$ cat config.mk
export PLATFORM = sky130hd
export DESIGN_NAME = store_formatter_flat
export DESIGN_NICKNAME = d
export VERILOG_FILES = /design/src/rtl/store_formatter_if.sv /design/src/rtl/store_formatter.sv /design/src/flat_wrapper.sv
export SDC_FILE = /design/constraint.sdc
export NUM_CORES = 1
export LEC_CHECK = 0
export ABC_AREA = 1
export CAP_MARGIN = 40
export CORE_MARGIN = 10
export CORE_UTILIZATION = 49
export DETAILED_ROUTE_END_ITERATION = 16
export PLACE_DENSITY = 0.8
export SLEW_MARGIN = 20
export SYNTH_ARGS = -nofsm -noshare
export SYNTH_HDL_FRONTEND = slang
export SYNTH_SLANG_ARGS = --single-unit
$ cat constraint.sdc
create_clock -name clk -period 7.7 [get_ports clk]
set_clock_uncertainty 0.05 [all_clocks]
set_input_delay 0.77 -clock clk [delete_from_list [all_inputs] [get_ports clk]]
set_output_delay 0.77 -clock clk [all_outputs]
set_load 0.02 [all_outputs]
$ cat src/rtl/store_formatter_if.sv
// Store request and data-memory write bus for store_formatter.
// master = execute stage plus memory environment, slave = the formatter itself.
interface store_formatter_if #(
  parameter int AW = 32
);
  logic          st_valid;
  logic          st_ready;
  logic [4:0]    opcode;
  logic [2:0]    funct3;
  logic [AW-1:0] addr;
  logic [31:0]   rs2_data;
  logic          mem_valid;
  logic          mem_ready;
  logic [AW-1:0] mem_addr;
  logic [31:0]   mem_wdata;
  logic [3:0]    mem_strb;
  logic          st_err;
  logic          buf_empty;

  modport master (
    output st_valid, opcode, funct3, addr, rs2_data, mem_ready,
    input  st_ready, mem_valid, mem_addr, mem_wdata, mem_strb, st_err, buf_empty
  );

  modport slave (
    input  st_valid, opcode, funct3, addr, rs2_data, mem_ready,
    output st_ready, mem_valid, mem_addr, mem_wdata, mem_strb, st_err, buf_empty
  );
endinterface

$ cat src/rtl/store_formatter.sv
// Store formatter: turns execute-stage stores into lane-replicated write data and
// byte strobes, buffered in an in-order FIFO. Define STORE_FORMATTER_CNT_EN for wr_count.
module store_formatter #(
  parameter int DEPTH = 2,
  parameter int AW    = 32
) (
  input  logic        clk,
  input  logic        rst_n,
  store_formatter_if.slave bus
`ifdef STORE_FORMATTER_CNT_EN
  ,
  output logic [31:0] wr_count
`endif
);

  localparam int             PW       = (DEPTH > 1) ? $clog2(DEPTH) : 1;
  localparam int             CW       = PW + 1;
  localparam logic [CW-1:0]  FULL     = CW'(DEPTH);
  localparam logic [4:0]     OP_STORE = 5'b01000;

  typedef enum logic [1:0] {
    SZ_BYTE  = 2'd0,
    SZ_HALF  = 2'd1,
    SZ_WORD  = 2'd2,
    SZ_ILLEG = 2'd3
  } size_t;

  // Only the word address is stored; the byte offset is folded into the strobe.
  logic [AW-3:0] q_addr  [DEPTH];
  logic [31:0]   q_wdata [DEPTH];
  logic [3:0]    q_strb  [DEPTH];

  logic [PW-1:0] rd_ptr;
  logic [PW-1:0] wr_ptr;
  logic [CW-1:0] count;
  logic          st_err_q;

  logic          ready;
  logic          has_entry;
  logic          accept;
  logic          is_store;
  logic          misaligned;
  logic          push;
  logic          pop;
  logic          err_next;
  size_t         size;
  logic [31:0]   fmt_wdata;
  logic [3:0]    fmt_strb;

  assign ready     = (count != FULL);
  assign has_entry = (count != '0);
  assign accept    = bus.st_valid & ready;
  assign pop       = has_entry & bus.mem_ready;
  assign is_store  = (bus.opcode == OP_STORE);

  always_comb begin
    size       = SZ_ILLEG;
    misaligned = 1'b0;
    fmt_wdata  = '0;
    fmt_strb   = '0;
    case (bus.funct3)
      3'b000: begin
        size      = SZ_BYTE;
        fmt_wdata = {4{bus.rs2_data[7:0]}};
        fmt_strb  = 4'b0001 << bus.addr[1:0];
      end
      3'b001: begin
        size       = SZ_HALF;
        misaligned = bus.addr[0];
        fmt_wdata  = {2{bus.rs2_data[15:0]}};
        fmt_strb   = 4'b0011 << {bus.addr[1], 1'b0};
      end
      3'b010: begin
        size       = SZ_WORD;
        misaligned = (bus.addr[1:0] != 2'b00);
        fmt_wdata  = bus.rs2_data;
        fmt_strb   = 4'b1111;
      end
      default: begin
        size = SZ_ILLEG;
      end
    endcase
  end

  // Non-store opcodes are consumed silently; bad stores are consumed and flagged.
  assign push     = accept & is_store & (size != SZ_ILLEG) & ~misaligned;
  assign err_next = accept & is_store & ((size == SZ_ILLEG) | misaligned);

  always_ff @(posedge clk or negedge rst_n) begin
    if (!rst_n) begin
      count    <= '0;
      rd_ptr   <= '0;
      wr_ptr   <= '0;
      st_err_q <= 1'b0;
    end else begin
      st_err_q <= err_next;
      if (push) wr_ptr <= wr_ptr + 1'b1;
      if (pop)  rd_ptr <= rd_ptr + 1'b1;
      if (push && !pop)      count <= count + 1'b1;
      else if (pop && !push) count <= count - 1'b1;
    end
  end

  // Payload storage needs no reset: outputs are masked whenever count is zero.
  always_ff @(posedge clk) begin
    if (push) begin
      q_addr[wr_ptr]  <= bus.addr[AW-1:2];
      q_wdata[wr_ptr] <= fmt_wdata;
      q_strb[wr_ptr]  <= fmt_strb;
    end
  end

`ifdef STORE_FORMATTER_CNT_EN
  always_ff @(posedge clk or negedge rst_n) begin
    if (!rst_n) begin
      wr_count <= '0;
    end else if (pop) begin
      wr_count <= wr_count + 32'd1;
    end
  end
`endif

  assign bus.st_ready  = ready;
  assign bus.mem_valid = has_entry;
  assign bus.buf_empty = ~has_entry;
  assign bus.st_err    = st_err_q;
  assign bus.mem_addr  = has_entry ? {q_addr[rd_ptr], 2'b00} : '0;
  assign bus.mem_wdata = has_entry ? q_wdata[rd_ptr] : '0;
  assign bus.mem_strb  = has_entry ? q_strb[rd_ptr] : '0;

endmodule

$ cat src/flat_wrapper.sv
// flat-port wrapper written by rule: the top's interface ports become plain ports
module store_formatter_flat 
#(
  parameter int DEPTH = 2,
  parameter int AW    = 32
)
  (clk, rst_n, bus_st_valid, bus_opcode, bus_funct3, bus_addr, bus_rs2_data, bus_mem_ready, bus_st_ready, bus_mem_valid, bus_mem_addr, bus_mem_wdata, bus_mem_strb, bus_st_err, bus_buf_empty);
  store_formatter_if #(.AW(AW)) bus_i ();
  input  logic clk;
  input  logic rst_n;
  input wire logic [$bits(bus_i.st_valid)-1:0] bus_st_valid;
  input wire logic [$bits(bus_i.opcode)-1:0] bus_opcode;
  input wire logic [$bits(bus_i.funct3)-1:0] bus_funct3;
  input wire logic [$bits(bus_i.addr)-1:0] bus_addr;
  input wire logic [$bits(bus_i.rs2_data)-1:0] bus_rs2_data;
  input wire logic [$bits(bus_i.mem_ready)-1:0] bus_mem_ready;
  output wire logic [$bits(bus_i.st_ready)-1:0] bus_st_ready;
  output wire logic [$bits(bus_i.mem_valid)-1:0] bus_mem_valid;
  output wire logic [$bits(bus_i.mem_addr)-1:0] bus_mem_addr;
  output wire logic [$bits(bus_i.mem_wdata)-1:0] bus_mem_wdata;
  output wire logic [$bits(bus_i.mem_strb)-1:0] bus_mem_strb;
  output wire logic [$bits(bus_i.st_err)-1:0] bus_st_err;
  output wire logic [$bits(bus_i.buf_empty)-1:0] bus_buf_empty;
  assign bus_i.st_valid = bus_st_valid;
  assign bus_i.opcode = bus_opcode;
  assign bus_i.funct3 = bus_funct3;
  assign bus_i.addr = bus_addr;
  assign bus_i.rs2_data = bus_rs2_data;
  assign bus_i.mem_ready = bus_mem_ready;
  assign bus_st_ready = bus_i.st_ready;
  assign bus_mem_valid = bus_i.mem_valid;
  assign bus_mem_addr = bus_i.mem_addr;
  assign bus_mem_wdata = bus_i.mem_wdata;
  assign bus_mem_strb = bus_i.mem_strb;
  assign bus_st_err = bus_i.st_err;
  assign bus_buf_empty = bus_i.buf_empty;
  store_formatter #(.DEPTH(DEPTH), .AW(AW)) u_core (.clk(clk), .rst_n(rst_n), .bus(bus_i));
endmodule
==> results.py, run 1 <==
metrics = {
    "synthesis": {
        "synth_area_per_cell_um2": 11.54,
        "yosysMostFrequentCell": "nand2_1",
        "ys_ff_latch": 137,
        "netlist_instances": 491,
        "mappedNetlistArea_um2": 5667,
        "yosys.area.top_type": "edfxtp_1",
        "synth_cell_types": 27,
        "synth.top_cell.area_share_pct": 69.95,
        "synth-edff-count": 132,
        "synthArstFlopShare_pct": 3.650,
        "ys_top_cells_by_count": "174 x nand2_1, 132 x edfxtp_1, 72 x a21oi_1",
        "synth_area_leaders": "edfxtp_1 70%, nand2_1 12%, a21oi_1 6.4%",
        "yosysSeqAreaShare_pct": 72.16,
        "yosys_warnings": 0,
        "synth-main-ff-cell": "edfxtp_1",
    },
    "clocking": {
        "cts_buffers": 17,
        "tritoncts": "done",
        "clk_pin_slew_ps": 60,
        "post_cts_buffers": 0,
        "ctsHoldBuffers": 0,
        "clock_insertion_delay_worst_skew_ps": 400,
        "cts_sinks": 137,
        "clockBufferDepth": 2,
        "cts.htree.levels": 4,
        "cts_resized": 0,
        "cts_root_buffer": "clkbuf_16",
    },
    "placement": {
        "io_buffer_count": 145,
        "place_worst_setup_slack_ps": 4033,
        "place_hpwl_um": 9754,
        "dp.cells": 761,
        "place_congestion": 0.8782,
    },
    "worst_hold_path": {
        "min_to": "u_core.wr_ptr",
        "min_from": "u_core.wr_ptr",
        "hold_path_depth": 3,
        "holdCritPathClass": "reg2reg",
    },
    "sta": {
        "timing_hold_violations_final": 0,
        "setup_viol": 0,
        "grt_setup_unrepaired": "no",
        "max_freq_mhz": 271.9,
        "tns_ps": 0,
        "tightest_slew_ps": 732.7,
        "finalCritPeriodShare_pct": 47.77,
        "fin_crit_ps": 3678,
        "setup_slack_ps": 4022,
        "maxSlewHeadroom_pct": 51.15,
        "report.final.slew_viol_count": 0,
    },
    "power": {
        "powerDensity_nw_per_um2": 349.0,
        "ir_drop_uv": 213.5,
        "p_leak_nw": 2.937,
    },
    "drt": {
        "num_vias": 4165,
        "wl_per_cell_um": 18.03,
        "via_per_inst": 5.259,
        "drtIter0Drc": 415,
        "ant_nets": 0,
        "wl_um": 14280,
        "dr.pass1.iters": 5,
        "drc": 0,
    },
    "layout": {
        "final_cell_count_no_fill": 792,
        "area_delta_synth_final_pct": 37.80,
        "drive_gt1_share_pct": 7.088,
        "nets": 714,
        "diodes": 0,
    },
    "grt": {
        "antenna_found_initial": 0,
        "grt_start_max_net_pins": 68,
        "grt-ovfl-total": 0,
        "grt_pass1_wl_um": 22310,
        "track_usage_pct": 17.40,
        "first_global_vias": 4298,
    },
    "floorplan": {
        "placementRows": 39,
        "die_h_um": 127.5,
        "core_area_um2": 11370,
        "dieArea_um2": 16270,
        "start_util_pct": 49.84,
        "die_w_um": 127.5,
        "ios": 148,
    },
    "setup_path": {
        "cp.required_ps": 6880,
        "rr_endpoint": "u_core.q_addr[0][0]",
        "worstReg2RegStart": "u_core.count[1]",
        "end_kind": "output port",
        "r2r_cells": 8,
        "r2r_slack_ps": 5260,
        "path_class": "reg2out",
        "start_kind": "register",
        "worstPathArrival_ps": 2860,
        "cp_max_fo": 67,
    },
    "job": {
        "drv_cap": 0,
    },
    "outcome": {
        "status": "finished clean",
    },
}
[how the worst max path moves through the flow]
stage	startpoint	end	slack [ps]
2_1_floorplan	bus_funct3[0]	u_core.q_addr[1][0]	1370
3_3_place_gp	bus_funct3[1]	u_core.q_addr[0][1]	4170
3_5_place_dp	bus_funct3[1]	u_core.q_wdata[0][27]	4030
4_1_cts	u_core.rd_ptr	bus_mem_wdata[31]	3990
5_1_grt	u_core.rd_ptr	bus_mem_wdata[31]	3790
6_report	u_core.rd_ptr	bus_mem_addr[15]	4020
[cells in the final DEF (no fill, tap or decap), types with 2 or more instances in the layout]
master	instances
clkinv_4	2
nor2_1	10
o21ai_0	5
bufinv_16	2
nand2_2	2
nand2_1	174
xor2_1	2
o211ai_1	5
nand3_1	7
inv_2	4
conb_1	2
inv_1	29
a22o_1	8
edfxtp_1	132
clkinv_2	2
nor3_2	2
clkbuf_16	17
clkinvlp_4	3
a21oi_1	72
clkinv_1	3
buf_4	5
clkdlybuf4s50_1	145
dfrtp_1	4
[stage by stage]
step,hold slack (ps),total power (W),area (um2),utilization [%]
2_1_floorplan,424.4,0.001448,5670,-
3_3_place_gp,508.8,0.001971,7229,63.59
3_5_place_dp,537.9,0.001989,7249,63.76
4_1_cts,530.2,0.002751,7809,68.68
5_1_grt,537.1,0.002861,7809,68.68
6_report,543.7,0.002725,7809,68.68
[report_power, final]
part / switching, W / internal, W / leakage, nW
logic: 0.000663 / 0.000465 / 1.42
clock network: 0.000287 / 0.000471 / 0.265
registers: 0.00000895 / 0.000830 / 1.25
total: 0.000959 / 0.00177 / 2.94
[critical path: stages (launching register included)]
cell	delay, ps
dfrtp_2	380
buf_4	320
inv_2	540
buf_12	280
nand2_1	70
a21oi_1	190
clkdlybuf4s50_1	650
[metal layers]
metal,part of all wire [%],wire length (um),global-route usage (%),vias up
met5,0,0,0,-
met4,0.90,128,4.956,0
met3,9.9,1415,7.361,10
met2,49,7042,28.38,194
met1,40,5690,20.60,1982
li1,-,-,-,1979
[registers in the layout, indices dropped and copies added (netlist names)]
name               cells
u_core.q_wdata        64
u_core.bus.st_err      1
u_core.rd_ptr          1
u_core.q_addr         60
u_core.q_strb          8
u_core.wr_ptr          1
u_core.count           2
[kinds of logic (layout without fill, tap and decap cells)]
kind of cell / Yosys count / in the layout / synth area share (%)
and+or+nand+nor: 198 / 198 / 13.67
AOI/OAI and AO/OA: 93 / 93 / 9.075
other: 1 / 2 / 0.06618
DFF: 137 / 137 / 72.16
buffers and inverters: 58 / 215 / 4.350
adders and majority gates: 1 / 1 / 0.2208
xor gates and xnor gates: 3 / 3 / 0.4638
[layout make-up]
class / instances / area [um2]
clock inverter: 13 / 130.1
inverter: 33 / 123.9
sequential: 137 / 4090
tap: 143 / 178.9
clock buffer: 18 / 429.2
timing repair buffer: 151 / 1509
fill: 836 / 3561
multi-input combinational: 297 / 1348
Note: power is estimated with default switching activity, not from simulation.
==> run 2: changes to the inputs <==
==> constraint.sdc (replaced) <==
create_clock -name clk -period 3.9 [get_ports clk]
set_clock_uncertainty 0.05 [all_clocks]
set_input_delay 0.39 -clock clk [delete_from_list [all_inputs] [get_ports clk]]
set_output_delay 0.39 -clock clk [all_outputs]
set_load 0.02 [all_outputs]
==> run 2 against run 1 <==
Flip-flop and latch count stayed put. Power is 110% higher. Register-to-register slack worse by 3800 ps. Critical path type unchanged. Largest cell class unchanged.
==> results.py, run 2 (synthesis results as in run 1) <==
metrics = {
    "drt": {
        "wl_um": 14440,
        "drc": 0,
        "highest_layer": "met4",
        "dr.pass1.iters": 4,
        "wl_met2_um": 6877,
        "wl_per_cell_um": 18.17,
        "via_per_inst": 5.195,
        "ant_nets": 0,
        "drtIter0Drc": 457,
        "wl_met1_um": 5717,
        "met3RoutedLength_um": 1568,
        "num_vias": 4130,
    },
    "sta": {
        "finalCritPeriodShare_pct": 74.78,
        "timing_hold_violations_final": 0,
        "grt_setup_unrepaired": "no",
        "tightest_slew_ps": 804.2,
        "fin_crit_ps": 2916,
        "max_freq_mhz": 342.9,
        "setup_viol": 0,
        "report.final.slew_viol_count": 0,
        "tns_ps": 0,
        "maxSlewHeadroom_pct": 46.26,
    },
    "layout": {
        "layout_common_cells": "174 x nand2_1, 145 x clkdlybuf4s50_1, 132 x edfxtp_1, 72 x a21oi_1, 29 x inv_1",
        "diodes": 0,
        "drive_gt1_share_pct": 7.822,
        "nets": 716,
        "final_common_cell": "nand2_1",
        "regMostFlops": "u_core.q_wdata",
        "final_util_pct": 69.89,
        "largest_reg_flops": 64,
        "top_regs": "u_core.q_wdata: 64 flops, u_core.q_addr: 60 flops, u_core.q_strb: 8 flops",
        "area_delta_synth_final_pct": 40.23,
    },
    "clocking": {
        "clk_pin_slew_ps": 60,
        "cts.htree.levels": 4,
        "clock_insertion_delay_worst_skew_ps": 410,
        "clockBufferDepth": 2,
        "post_cts_buffers": 0,
        "tritoncts": "done",
        "cts_sinks": 137,
        "cts_root_buffer": "clkbuf_16",
        "cts_buffers": 17,
        "ctsHoldBuffers": 0,
        "cts_resized": 0,
    },
    "floorplan": {
        "ios": 148,
        "die_h_um": 127.5,
        "start_util_pct": 49.84,
        "core_area_um2": 11370,
        "dieArea_um2": 16270,
        "placementRows": 39,
        "die_w_um": 127.5,
    },
    "job": {
        "drv_cap": 0,
    },
    "placement": {
        "place_hpwl_um": 9863,
        "io_buffer_count": 145,
        "place_congestion": 0.9405,
    },
    "power": {
        "p_leak_nw": 2.994,
        "ir_drop_uv": 410.8,
        "powerDensity_nw_per_um2": 712.6,
    },
    "grt": {
        "grt_start_max_net_pins": 67,
        "antenna_found_initial": 0,
        "grt-ovfl-total": 0,
        "track_usage_pct": 17.64,
        "grt_pass1_wl_um": 22310,
        "first_global_vias": 4252,
    },
    "setup_path": {
        "r2r_cells": 8,
        "critPathLaunch": "u_core.count[0]",
        "r2r_slack_ps": 1420,
        "cp.required_ps": 3460,
        "path_class": "reg2out",
        "worstReg2RegStart": "u_core.count[0]",
        "worstPathArrival_ps": 2480,
        "start_kind": "register",
        "cp_max_fo": 38,
        "rr_endpoint": "u_core.count[1]",
        "end_kind": "output port",
    },
    "outcome": {
        "status": "finished clean",
    },
    "worst_hold_path": {
        "holdCritPathClass": "in2async",
    },
}
-- run 2: cell count changes in the layout (fill, tap and decap cells not counted) --
| cell | change |
|---|---|
| clkbuf_1 | +1 |
| nor3_4 | +1 |
| inv_6 | +2 |
| clkinv_4 | +1 |
| clkinv_1 | -3 |
| buf_12 | +2 |
| clkinv_2 | -2 |
| nor3_2 | -1 |
| clkinvlp_4 | -1 |
| bufinv_16 | +3 |
-- run 2: per-layer routing --
| layer | global-route usage (%) | up-vias |
|---|---|---|
| met3 | 7.486 | 23 |
| met5 | 0 | - |
| met1 | 21.28 | 1905 |
| li1 | - | 1981 |
| met2 | 27.35 | 221 |
| met4 | 7.167 | 0 |
-- run 2: cell type report --
cell class              instances  area [um2]
repair buffers                153        1549
clock buffers                  19       432.9
clock inverters                13       217.7
multi-input cells             297        1354
fillers                       765        3423
flip-flops and latches        137        4090
inverters                      33       123.9
well taps                     143       178.9
-- run 2: worst max path at each step --
stage	slack, ps	end	cells past startpoint
floorplan	950	u_core.q_addr[1][0]	3
global placement	1080	u_core.q_wdata[0][3]	7
detailed placement	980	u_core.q_wdata[0][6]	7
CTS	730	bus_mem_addr[24]	5
global route	840	bus_buf_empty	3
finish	980	bus_buf_empty	3
-- run 2: metrics by stage --
step                      total power [W]  std cells  worst slack [ps]  hold WS [ps]  cell area [um2]
final                            0.005663        795             983.5         157.7             7946
after global routing             0.005935        795             837.2         144.3             7946
after CTS                        0.005700        794             725.2         143.8             7926
after detailed placement         0.003944        762             981.6         527.7             7276
after global placement           0.003926        762              1078         502.9             7276
after floorplan                  0.002861        492             953.1         44.41             5682
-- run 2: report_power, final --
part / internal, W / switching (W)
clock: 0.00114 / 0.000600
sequential: 0.00164 / 0.0000205
combinational: 0.000939 / 0.00132
total: 0.00372 / 0.00194
-- run 2: worst max-delay path, cell delays in order (launching register included) --
cell and delay, ps:
dfrtp_1 440, nor2_4 660, buf_12 300, clkdlybuf4s50_1 650
==> run 3: changes to the inputs <==
--- a/config.mk
+++ b/config.mk
@@ -8,9 +8,9 @@
 export ABC_AREA = 1
 export CAP_MARGIN = 40
 export CORE_MARGIN = 10
-export CORE_UTILIZATION = 49
+export CORE_UTILIZATION = 44
 export DETAILED_ROUTE_END_ITERATION = 16
-export PLACE_DENSITY = 0.8
+export PLACE_DENSITY = 0.76
 export SLEW_MARGIN = 20
 export SYNTH_ARGS = -nofsm -noshare
 export SYNTH_HDL_FRONTEND = slang
==> constraint.sdc (replaced) <==
create_clock -name clk -period 2.5 [get_ports clk]
set_clock_uncertainty 0.05 [all_clocks]
set_input_delay 0.25 -clock clk [delete_from_list [all_inputs] [get_ports clk]]
set_output_delay 0.25 -clock clk [all_outputs]
set_load 0.02 [all_outputs]
==> run 3 against run 2 <==
Routed wire length up 5.0%. Sequential share of layout area shrank 1.3 points. Core utilization shrank 5.3 points. Global-route usage fell by 0.96 points. Register-to-register slack lost 780 ps. Power increased by 55%. Critical path type unchanged. Largest power group unchanged.
==> results.py, run 3 (synthesis results as in run 1) <==
metrics = {
    "power": {
        "powerDensity_nw_per_um2": 1077,
        "p_leak_nw": 3.418,
        "ir_drop_uv": 516.3,
    },
    "layout": {
        "area_delta_synth_final_pct": 43.89,
        "final_cell_count_no_fill": 828,
        "diodes": 0,
        "regMostFlops": "u_core.q_wdata",
        "drive_gt1_share_pct": 8.689,
        "largest_reg_flops": 64,
        "final_common_cell": "nand2_1",
        "top_regs": "u_core.q_wdata: 64 flops, u_core.q_addr: 60 flops, u_core.q_strb: 8 flops",
        "layout_common_cells": "174 x nand2_1, 132 x edfxtp_1, 107 x clkdlybuf4s50_1, 72 x a21oi_1, 30 x dlymetal6s2s_1",
        "nets": 721,
    },
    "clocking": {
        "cts_root_buffer": "clkbuf_16",
        "clock_insertion_delay_worst_skew_ps": 410,
        "cts_sinks": 137,
        "tritoncts": "done",
        "cts_buffers": 17,
        "clockBufferDepth": 2,
        "cts.htree.levels": 4,
        "clk_pin_slew_ps": 50,
    },
    "setup_path": {
        "cpMaxStageDelayCell": "clkdlybuf4s50_1",
        "start_kind": "register",
        "cp_cell_sequence": "inv_4, buf_12, nand2_1, a21oi_1, clkdlybuf4s50_1",
        "r2r_cells": 8,
        "worstPathArrival_ps": 2140,
        "path_class": "reg2out",
        "cp_max_fo": 15,
        "end_kind": "output port",
        "cp.required_ps": 2200,
        "slowest_delay_ps": 660,
    },
    "sta": {
        "maxSlewHeadroom_pct": 61.13,
        "tns_ps": 0,
        "setup_slack_ps": 57.92,
        "tightest_slew_ps": 579.9,
        "report.final.slew_viol_count": 0,
        "timing_hold_violations_final": 0,
        "finalCritPeriodShare_pct": 97.68,
        "fin_crit_ps": 2442,
        "setup_viol": 0,
        "max_freq_mhz": 409.5,
    },
    "grt": {
        "grt-ovfl-total": 0,
        "grt_util_met1_pct": 20.79,
        "antenna_found_initial": 0,
        "top_usage_layer": "met2",
        "use_met3_pct": 7.444,
        "grt_pass1_wl_um": 22970,
        "track_usage_pct": 16.68,
        "grt_start_max_net_pins": 68,
        "first_global_vias": 4245,
        "met2_usage_pct": 24.59,
    },
    "placement": {
        "place_worst_setup_slack_ps": 120.7,
        "dp.cells": 797,
        "io_buffer_count": 145,
        "place_hpwl_um": 10630,
        "place_congestion": 0.8748,
    },
    "floorplan": {
        "dieArea_um2": 17820,
        "die_h_um": 133.5,
        "placementRows": 41,
        "die_w_um": 133.5,
        "start_util_pct": 44.90,
        "core_area_um2": 12620,
        "ios": 148,
    },
    "drt": {
        "dr.pass1.iters": 4,
        "wl_per_cell_um": 18.31,
        "ant_nets": 0,
        "drtIter0Drc": 368,
        "num_vias": 4226,
        "drc": 0,
        "wl_um": 15160,
        "via_per_inst": 5.104,
    },
    "job": {
        "drv_cap": 0,
    },
    "outcome": {
        "status": "finished clean",
    },
    "worst_hold_path": {
        "holdCritPathClass": "in2async",
    },
}
==> run 3: through the flow <==
step                utilization [%]  hold WS [ps]  total power, W  cell area [um2]
finish                        64.61         24.48        0.008785             8154
global route                  64.61         28.26        0.009177             8154
CTS                           63.98         8.211        0.008900             8074
detailed placement            58.98         445.3        0.006270             7443
global placement              58.98         442.5        0.006236             7443
floorplan                         -        -95.59        0.004470             5693
==> run 3: cell type report <==
class                           count  area [um2]
Timing Repair Buffer              158        1727
Fill cell                         983        4466
Sequential cell                   137        4090
Clock inverter                     14       205.2
Multi-Input combinational cell    297        1361
Clock buffer                       17       425.4
Tap cell                          172       215.2
Inverter                           33       130.1
==> run 3: layer usage <==
metal  vias to the layer above  share of wire, %
met4                         0               2.4
met5                         -                 0
met3                        27                10
li1                       1990                 -
met2                       220                45
met1                      1989                42
==> run 3: critical path, delay by kind of cell, from the launching register on <==
kind | cells | cell delay [ps]
AND/OR/NAND/NOR | 1 | 50
flip-flops | 1 | 450
buffers and inverters | 3 | 1020
AO/OA/AOI/OAI | 1 | 200
==> run 3: what timing repair did <==
action / in CTS / in global routing
endpoints found under the setup margin: 49 / 31
resized for setup: 11 / 31
buffers inserted: 0 / 0
hold buffers: 0 / 0
==> run 3: path summary, 6_finish.rpt <==
check,startpoint,endpoint,slack [ps]
hold reg to reg,u_core.count[0],u_core.count[0],540
hold / removal,rst_n,u_core.bus.st_err,20
min in group clk,bus_addr[3],u_core.q_addr[0][1],370
max in group asynchronous,rst_n,u_core.rd_ptr,2140
setup reg to reg,u_core.count[1],u_core.q_wdata[0][21],640
setup / recovery,u_core.rd_ptr,bus_mem_wdata[21],60
==> run 3: report_power, final <==
part	internal, W	leakage [nW]	switching [W]
clock network	0.00175	0.305	0.000895
logic	0.00143	1.86	0.00210
registers	0.00256	1.25	0.0000460
